===== config.mk =====
export PLATFORM = sky130hd
export DESIGN_NAME = autosa_bdma_rd_client
export DESIGN_NICKNAME = d
export VERILOG_FILES = /design/src/rtl/autosa_bdma_rd_client.sv
export SDC_FILE = /design/constraint.sdc
export NUM_CORES = 1
export LEC_CHECK = 0
export CAP_MARGIN = 20
export CORE_AREA = 2 2 477 479
export DETAILED_ROUTE_END_ITERATION = 10
export DIE_AREA = 0 0 479 481
export GPL_ROUTABILITY_DRIVEN = 0
export GPL_TIMING_DRIVEN = 0
export PLACE_DENSITY = 0.51
export SYNTH_ARGS = -nofsm -noshare
export SYNTH_HDL_FRONTEND = slang
export SYNTH_SLANG_ARGS = --single-unit

===== constraint.sdc =====
create_clock -name autosa_core_clk -period 26.1 [get_ports autosa_core_clk]
set_clock_uncertainty 0.05 [all_clocks]
set_input_delay 2.61 -clock autosa_core_clk [delete_from_list [all_inputs] [get_ports autosa_core_clk]]
set_output_delay 2.61 -clock autosa_core_clk [all_outputs]
set_load 0.01 [all_outputs]

===== src/rtl/autosa_bdma_rd_client.sv =====
// -----------------------------------------------------------------------------
// autosa_bdma_rd_client
//   MCIF-side read client for the BDMA engine.
//   - Gates BDMA read requests against a credit budget. The budget is the
//     number of entries in the BDMA latency FIFO.
//   - Registers accepted requests toward the MCIF.
//   - Retimes MCIF read-response beats into BDMA through a 2-entry FIFO.
//   - Returns one credit on each bdma_rd_cdt_pop pulse.
//
// Ports
//   autosa_core_clk / autosa_core_rst  clock, synchronous active-high reset
//   bdma_rd_req_*   BDMA request in   (pd[63:0] addr, pd[78:64] beats-1)
//   mcif_rd_req_*   registered request out to the MCIF
//   mcif_rd_rsp_*   MCIF response beats in (ready is registered)
//   bdma_rd_rsp_*   response beats out to BDMA
//   bdma_rd_cdt_pop one latency-FIFO entry freed (+1 credit)
//   cdt_free        current free credits
//   rd_idle         no held request, response FIFO empty, all credits free
//   err_oversize    sticky: a request needed more than CDT_MAX beats
//   err_cdt_ovf     sticky: credit pop received while credits were full
//
// Optional build macro: AUTOSA_BDMA_RDCLT_PERF_EN
//   When defined, the module gains these ports:
//   perf_clr            synchronous clear of the perf counters
//   perf_cdt_stall_cnt  cycles a request waited on a credit shortfall
//   perf_cdt_hiwat      peak credits in use
// -----------------------------------------------------------------------------
module autosa_bdma_rd_client #(
  parameter int REQ_W   = 79,
  parameter int RSP_W   = 514,
  parameter int CDT_MAX = 256,
  parameter int CW      = 9
) (
  input  logic             autosa_core_clk,
  input  logic             autosa_core_rst,
  input  logic             bdma_rd_req_valid,
  output logic             bdma_rd_req_ready,
  input  logic [REQ_W-1:0] bdma_rd_req_pd,
  output logic             mcif_rd_req_valid,
  input  logic             mcif_rd_req_ready,
  output logic [REQ_W-1:0] mcif_rd_req_pd,
  input  logic             mcif_rd_rsp_valid,
  output logic             mcif_rd_rsp_ready,
  input  logic [RSP_W-1:0] mcif_rd_rsp_pd,
  output logic             bdma_rd_rsp_valid,
  input  logic             bdma_rd_rsp_ready,
  output logic [RSP_W-1:0] bdma_rd_rsp_pd,
  input  logic             bdma_rd_cdt_pop,
  output logic [CW-1:0]    cdt_free,
  output logic             rd_idle,
  output logic             err_oversize,
  output logic             err_cdt_ovf
`ifdef AUTOSA_BDMA_RDCLT_PERF_EN
  ,
  input  logic             perf_clr,
  output logic [31:0]      perf_cdt_stall_cnt,
  output logic [CW-1:0]    perf_cdt_hiwat
`endif
);

  localparam logic [15:0]   LP_MAX16 = 16'(CDT_MAX);
  localparam logic [CW-1:0] LP_MAXCW = CW'(CDT_MAX);

  // ---------------------------------------------------------------- state
  logic             r_req_valid;
  logic [REQ_W-1:0] r_req_pd;
  logic [CW-1:0]    r_cdt_free;
  logic             r_idle;
  logic             r_err_oversize;
  logic             r_err_cdt_ovf;
  logic             r_rsp_ready;
  logic [1:0]       r_count;
  logic             r_wr_ptr;
  logic             r_rd_ptr;
  logic [RSP_W-1:0] r_mem [2];

  // ------------------------------------------------------- request gating
  logic [15:0]   w_need;
  logic          w_oversize;
  logic          w_fits;
  logic          w_slot;
  logic          w_req_ready;
  logic          w_accept;
  logic          w_reserve;
  logic          w_pop_ok;
  logic          w_cdt_ovf;
  logic [CW-1:0] w_cdt_nxt;
  logic          w_req_valid_nxt;

  assign w_need      = {1'b0, bdma_rd_req_pd[78:64]} + 16'd1;
  assign w_oversize  = w_need > LP_MAX16;
  // The credit check uses only the registered count. A pop in the same
  // cycle becomes usable one cycle later.
  assign w_fits      = w_need <= 16'(r_cdt_free);
  assign w_slot      = !r_req_valid || mcif_rd_req_ready;
  // Oversize requests are always accepted so that they can be dropped.
  assign w_req_ready = w_slot && (w_fits || w_oversize);
  assign w_accept    = bdma_rd_req_valid && w_req_ready;
  assign w_reserve   = w_accept && !w_oversize;

  // A pop while already full is ignored unless a reservation in the same
  // cycle makes room for it.
  assign w_pop_ok  = bdma_rd_cdt_pop && (w_reserve || (r_cdt_free != LP_MAXCW));
  assign w_cdt_ovf = bdma_rd_cdt_pop && !w_reserve && (r_cdt_free == LP_MAXCW);

  always_comb begin
    w_cdt_nxt = r_cdt_free;
    // A reservation needs need <= r_cdt_free <= CDT_MAX, so need fits in CW bits.
    if (w_reserve) w_cdt_nxt = w_cdt_nxt - w_need[CW-1:0];
    if (w_pop_ok)  w_cdt_nxt = w_cdt_nxt + CW'(1);
  end

  always_comb begin
    w_req_valid_nxt = r_req_valid;
    if (w_reserve)              w_req_valid_nxt = 1'b1;
    else if (mcif_rd_req_ready) w_req_valid_nxt = 1'b0;
  end

  // --------------------------------------------------------- response FIFO
  logic       w_push;
  logic       w_pop;
  logic [1:0] w_count_nxt;

  assign w_push = mcif_rd_rsp_valid && r_rsp_ready;
  assign w_pop  = (r_count != 2'd0) && bdma_rd_rsp_ready;

  always_comb begin
    w_count_nxt = r_count;
    if (w_push && !w_pop)      w_count_nxt = r_count + 2'd1;
    else if (!w_push && w_pop) w_count_nxt = r_count - 2'd1;
  end

  // ------------------------------------------------------------ registers
  always_ff @(posedge autosa_core_clk) begin
    if (autosa_core_rst) begin
      r_req_valid    <= 1'b0;
      r_req_pd       <= '0;
      r_cdt_free     <= LP_MAXCW;
      r_idle         <= 1'b1;
      r_err_oversize <= 1'b0;
      r_err_cdt_ovf  <= 1'b0;
      r_rsp_ready    <= 1'b1;
      r_count        <= '0;
      r_wr_ptr       <= 1'b0;
      r_rd_ptr       <= 1'b0;
    end else begin
      r_req_valid <= w_req_valid_nxt;
      if (w_reserve) r_req_pd <= bdma_rd_req_pd;
      r_cdt_free  <= w_cdt_nxt;
      r_idle      <= !w_req_valid_nxt && (w_count_nxt == 2'd0) && (w_cdt_nxt == LP_MAXCW);
      if (w_accept && w_oversize) r_err_oversize <= 1'b1;
      if (w_cdt_ovf)              r_err_cdt_ovf  <= 1'b1;
      r_rsp_ready <= (w_count_nxt < 2'd2);
      r_count     <= w_count_nxt;
      if (w_push) r_wr_ptr <= !r_wr_ptr;
      if (w_pop)  r_rd_ptr <= !r_rd_ptr;
    end
  end

  // The beat storage holds data only and needs no reset.
  always_ff @(posedge autosa_core_clk) begin
    if (w_push) r_mem[r_wr_ptr] <= mcif_rd_rsp_pd;
  end

  assign bdma_rd_req_ready = w_req_ready;
  assign mcif_rd_req_valid = r_req_valid;
  assign mcif_rd_req_pd    = r_req_pd;
  assign mcif_rd_rsp_ready = r_rsp_ready;
  assign bdma_rd_rsp_valid = (r_count != 2'd0);
  assign bdma_rd_rsp_pd    = r_mem[r_rd_ptr];
  assign cdt_free          = r_cdt_free;
  assign rd_idle           = r_idle;
  assign err_oversize      = r_err_oversize;
  assign err_cdt_ovf       = r_err_cdt_ovf;

`ifdef AUTOSA_BDMA_RDCLT_PERF_EN
  logic [31:0]   r_stall_cnt;
  logic [CW-1:0] r_hiwat;
  logic          w_stall;
  logic [CW-1:0] w_used;

  // Count only stalls caused by missing credits, not by a busy request slot.
  assign w_stall = bdma_rd_req_valid && !w_fits && !w_oversize;
  assign w_used  = LP_MAXCW - r_cdt_free;

  always_ff @(posedge autosa_core_clk) begin
    if (autosa_core_rst || perf_clr) begin
      r_stall_cnt <= '0;
      r_hiwat     <= '0;
    end else begin
      if (w_stall && (r_stall_cnt != '1)) r_stall_cnt <= r_stall_cnt + 32'd1;
      if (w_used > r_hiwat)               r_hiwat     <= w_used;
    end
  end

  assign perf_cdt_stall_cnt = r_stall_cnt;
  assign perf_cdt_hiwat     = r_hiwat;
`endif

endmodule


==> run_results.csv <==
group,metric,value,unit
critical_path,crit_slowest_cell,"clkdlybuf4s50_1",
power,p_leak,20.3,nW
synthesis,synth_cells,2204,
critical_path,crit_path_end_kind,"primary output",
grt,grt_pass1_wl,214000,um
place,port_buffers,1206,
floorplanning,core.rowCount,175,
synthesis,yosysWarnings,0,
timing,relSlewSlack,30.1,%
critical_path,max_stage_delay,0.67,ns
synthesis,synth_edf_count,1028,
detailed_routing,num_vias,25300,
synthesis,synth_fa_ha_area_share,0.651,%
floorplanning,die_h,481,um
floorplanning,die_area,0.230,mm^2
synthesis,ys_ff_latch,1126,
synthesis,synthXorXnorAreaFrac,0.569,%
place,dp_hpwl,126000,um
detailed_routing,vias_per_cell,3.77,
clocking,cts_buffers,134,
finish,multi_input_area,0.00823,mm^2
clocking,clock_latency,0.78,ns
timing,finalSetupTns,0,ns
detailed_routing,drtIter0Drc,1293,
grt,first_global_vias,26200,
timing,rsz0062_at_grt,"no",
floorplanning,start_util,18.4,%
clocking,cts_tree,"yes",
timing,min_period_over_period,33.7,%
synthesis,synth_area_leaders,"edfxtp_1 74%, mux2_2 14%, dfxtp_1 4.7%",
synthesis,yosysTopAreaCell,"edfxtp_1",
synthesis,yosysUniqueCellTypes,52,
clocking,htreeDepth,4,
timing,max_freq,0.114,GHz
timing,hold_viol_final,0,
critical_path,crit_chain,"clkdlybuf4s50_1, ha_1, nand3_1, nor2_1, xnor2_1, inv_1, ha_1, inv_1, nor2_1, o21a_1, o41a_1, a21oi_1, clkdlybuf4s50_1",
critical_path,cp-start-kind,"input pin",
detailed_routing,drc,0,
synthesis,syn_nets,2825,
critical_path,critPathBufInv,4,
synthesis,synth_ff_type,"edfxtp_1",
critical_path,crit_type,"input pin to primary output",
min_path,hold_path.class,"flop to flop",
synthesis,synth-compound-area-share,1.77,%
grt,gr-total-overflow,0,
timing,tightest_slew,1.02,ns
detailed_routing,wire_per_inst,23.9,um
clocking,post_cts_buffers,0,
power,ir_drop,0.0590,mV
clocking,cts.repair.resized,0,
timing,finalHoldWorstSlack,0.404,ns
synthesis,muxShareOfSynthArea,14.0,%
critical_path,arrival,6.14,ns
grt,antenna_found_initial,67,
detailed_routing,firstDrtPassIters,5,
synthesis,seq_area_frac_synth,79.0,%
detailed_routing,wl,160000,um
grt,grt_usage,13.3,%
clocking,cts.reportedPaths.clkPinSlew,0.06,ns
power,power_density,93.1,mW/mm^2
critical_path,cp_top_family,"buffers and inverters",
floorplanning,die_w,479,um
synthesis,synth_top_family_by_area,"multiplexers",
synthesis,syn-cell-area,0.0415,mm^2
synthesis,syn_avg_cell_area,18.8,um^2
clocking,cts.path.max_buffers,3,
status,status,"finished clean",
timing,drv_slew,0,
detailed_routing,final_antenna_net_count,0,
synthesis,synth_top_area_share,74.3,%
timing,layout_min_cycle_time,8.80,ns
clocking,cts_root_buf,"clkbuf_16",
finish,fin_nets,4203,
clocking,cts.sinks,1126,
timing,setup_viol,0,
finish,drive_above_1_share,20.6,%
synthesis,async_reset_ff_share,0,%
run,cap_violations,0,
critical_path,crit_fanout,6,
clocking,hold_buffers,0,
finish,seqCellArea,0.0328,mm^2
synthesis,yosys.area_share.simple,2.75,%
finish,fillers,22900,
floorplanning,io_pins,1209,
grt,grt_start_max_net_pins,58,
finish,area.growth.synth_to_final,50.9,%
critical_path,crit_required,23.44,ns
floorplanning,core_area,0.226,mm^2
[tightest hold or removal path, delay by kind of cell, from the launching register on]
kind               cells  cell delay, ns
DFF                    1            0.30
and+or+nand+nor        1            0.05
AOI/OAI and AO/OA      1            0.05
[registers in the layout, summed over array words and instances, names as in the netlist, named ones only]
name / count
mcif_rd_req_pd: 79
rd_idle: 1
r_mem: 1028
err_oversize: 1
cdt_free: 9
mcif_rd_req_valid: 1
mcif_rd_rsp_ready: 1
r_rd_ptr: 1
r_count: 2
err_cdt_ovf: 1
r_wr_ptr: 1
[metrics by stage]
| stage | total power [W] | std cells | area (um^2) | utilization (%) | worst slack [ns] |
|---|---|---|---|---|---|
| finish | 0.00584 | 6708 | 62700 | 27.8 | 17.30 |
| detailed placement | 0.00404 | 6455 | 58200 | 25.8 | 17.31 |
| global route | 0.00610 | 6704 | 62700 | 27.8 | 17.07 |
| floorplan | 0.00318 | 2204 | 41500 | - | 0.661 |
| global placement | 0.00434 | 6419 | 57400 | 25.4 | -16.91 |
| CTS | 0.00596 | 6697 | 62600 | 27.7 | 17.29 |
[where the power goes]
part	internal (W)	switching, W
registers	0.00224	0.0000434
logic	0.000834	0.000845
clock network	0.00107	0.000807
total	0.00414	0.00170
[final timing paths]
path / cells past startpoint / from / slack, ns / endpoint
worst max register to register: 20 / cdt_free[5] / 21.28 / rd_idle
worst max-delay path: 13 / bdma_rd_req_pd[64] / 17.30 / bdma_rd_req_ready
worst min-delay path: 2 / mcif_rd_req_pd[50] / 0.40 / mcif_rd_req_pd[50]
worst min register to register: 2 / mcif_rd_req_pd[50] / 0.40 / mcif_rd_req_pd[50]
[cell usage in the layout (no fill, tap or decap), types with 7 or more instances in the layout]
cell type / count
and2_1: 9
o21ai_0: 9
a21oi_1: 100
clkinv_2: 11
nand2_1: 166
xnor2_1: 19
nor2_1: 33
buf_2: 9
xor2_1: 8
buf_16: 12
edfxtp_1: 1028
dfxtp_1: 98
clkinv_16: 11
nand3_1: 13
ha_1: 20
clkbuf_16: 137
inv_1: 25
clkdlybuf4s50_1: 1206
diode_2: 11
clkinv_1: 24
bufinv_16: 8
clkbuf_1: 105
inv_6: 7
nor3_1: 14
mux2_2: 515
buf_12: 21
[metal layers]
metal  GRT usage [%]  wire, um
met1            13.1     54700
met2            24.7     84000
met3            6.02     16500
met4            4.18      4750
met5               0       175
[cells by family after synthesis]
group | Yosys count
flops | 1126
mux | 518
simple gates | 265
compound gates | 131
buf+inv | 116
xor+xnor | 27
fa+ha+maj | 21
[synthesized netlist by cell type (13+ instances only)]
master    count
edfxtp_1   1028
a21oi_1     100
ha_1         20
inv_1        25
nand3_1      13
nor3_1       14
nand2_1     166
nor2_1       34
dfxtp_1      98
clkbuf_1     71
mux2_2      515
xnor2_1      19
[final cells by class]
| cell class | count | share of cell area, % |
|---|---|---|
| tap | 3009 | 6.01 |
| clock buffer | 173 | 5.69 |
| multi-input combinational | 962 | 13.1 |
| sequential | 1126 | 52.4 |
| timing repair buffer | 1242 | 20.5 |
| buffer | 91 | 0.635 |
| antenna | 11 | 0.0439 |
| inverter | 25 | 0.150 |
| clock inverter | 69 | 1.42 |
(Power assumes the default switching activity.)
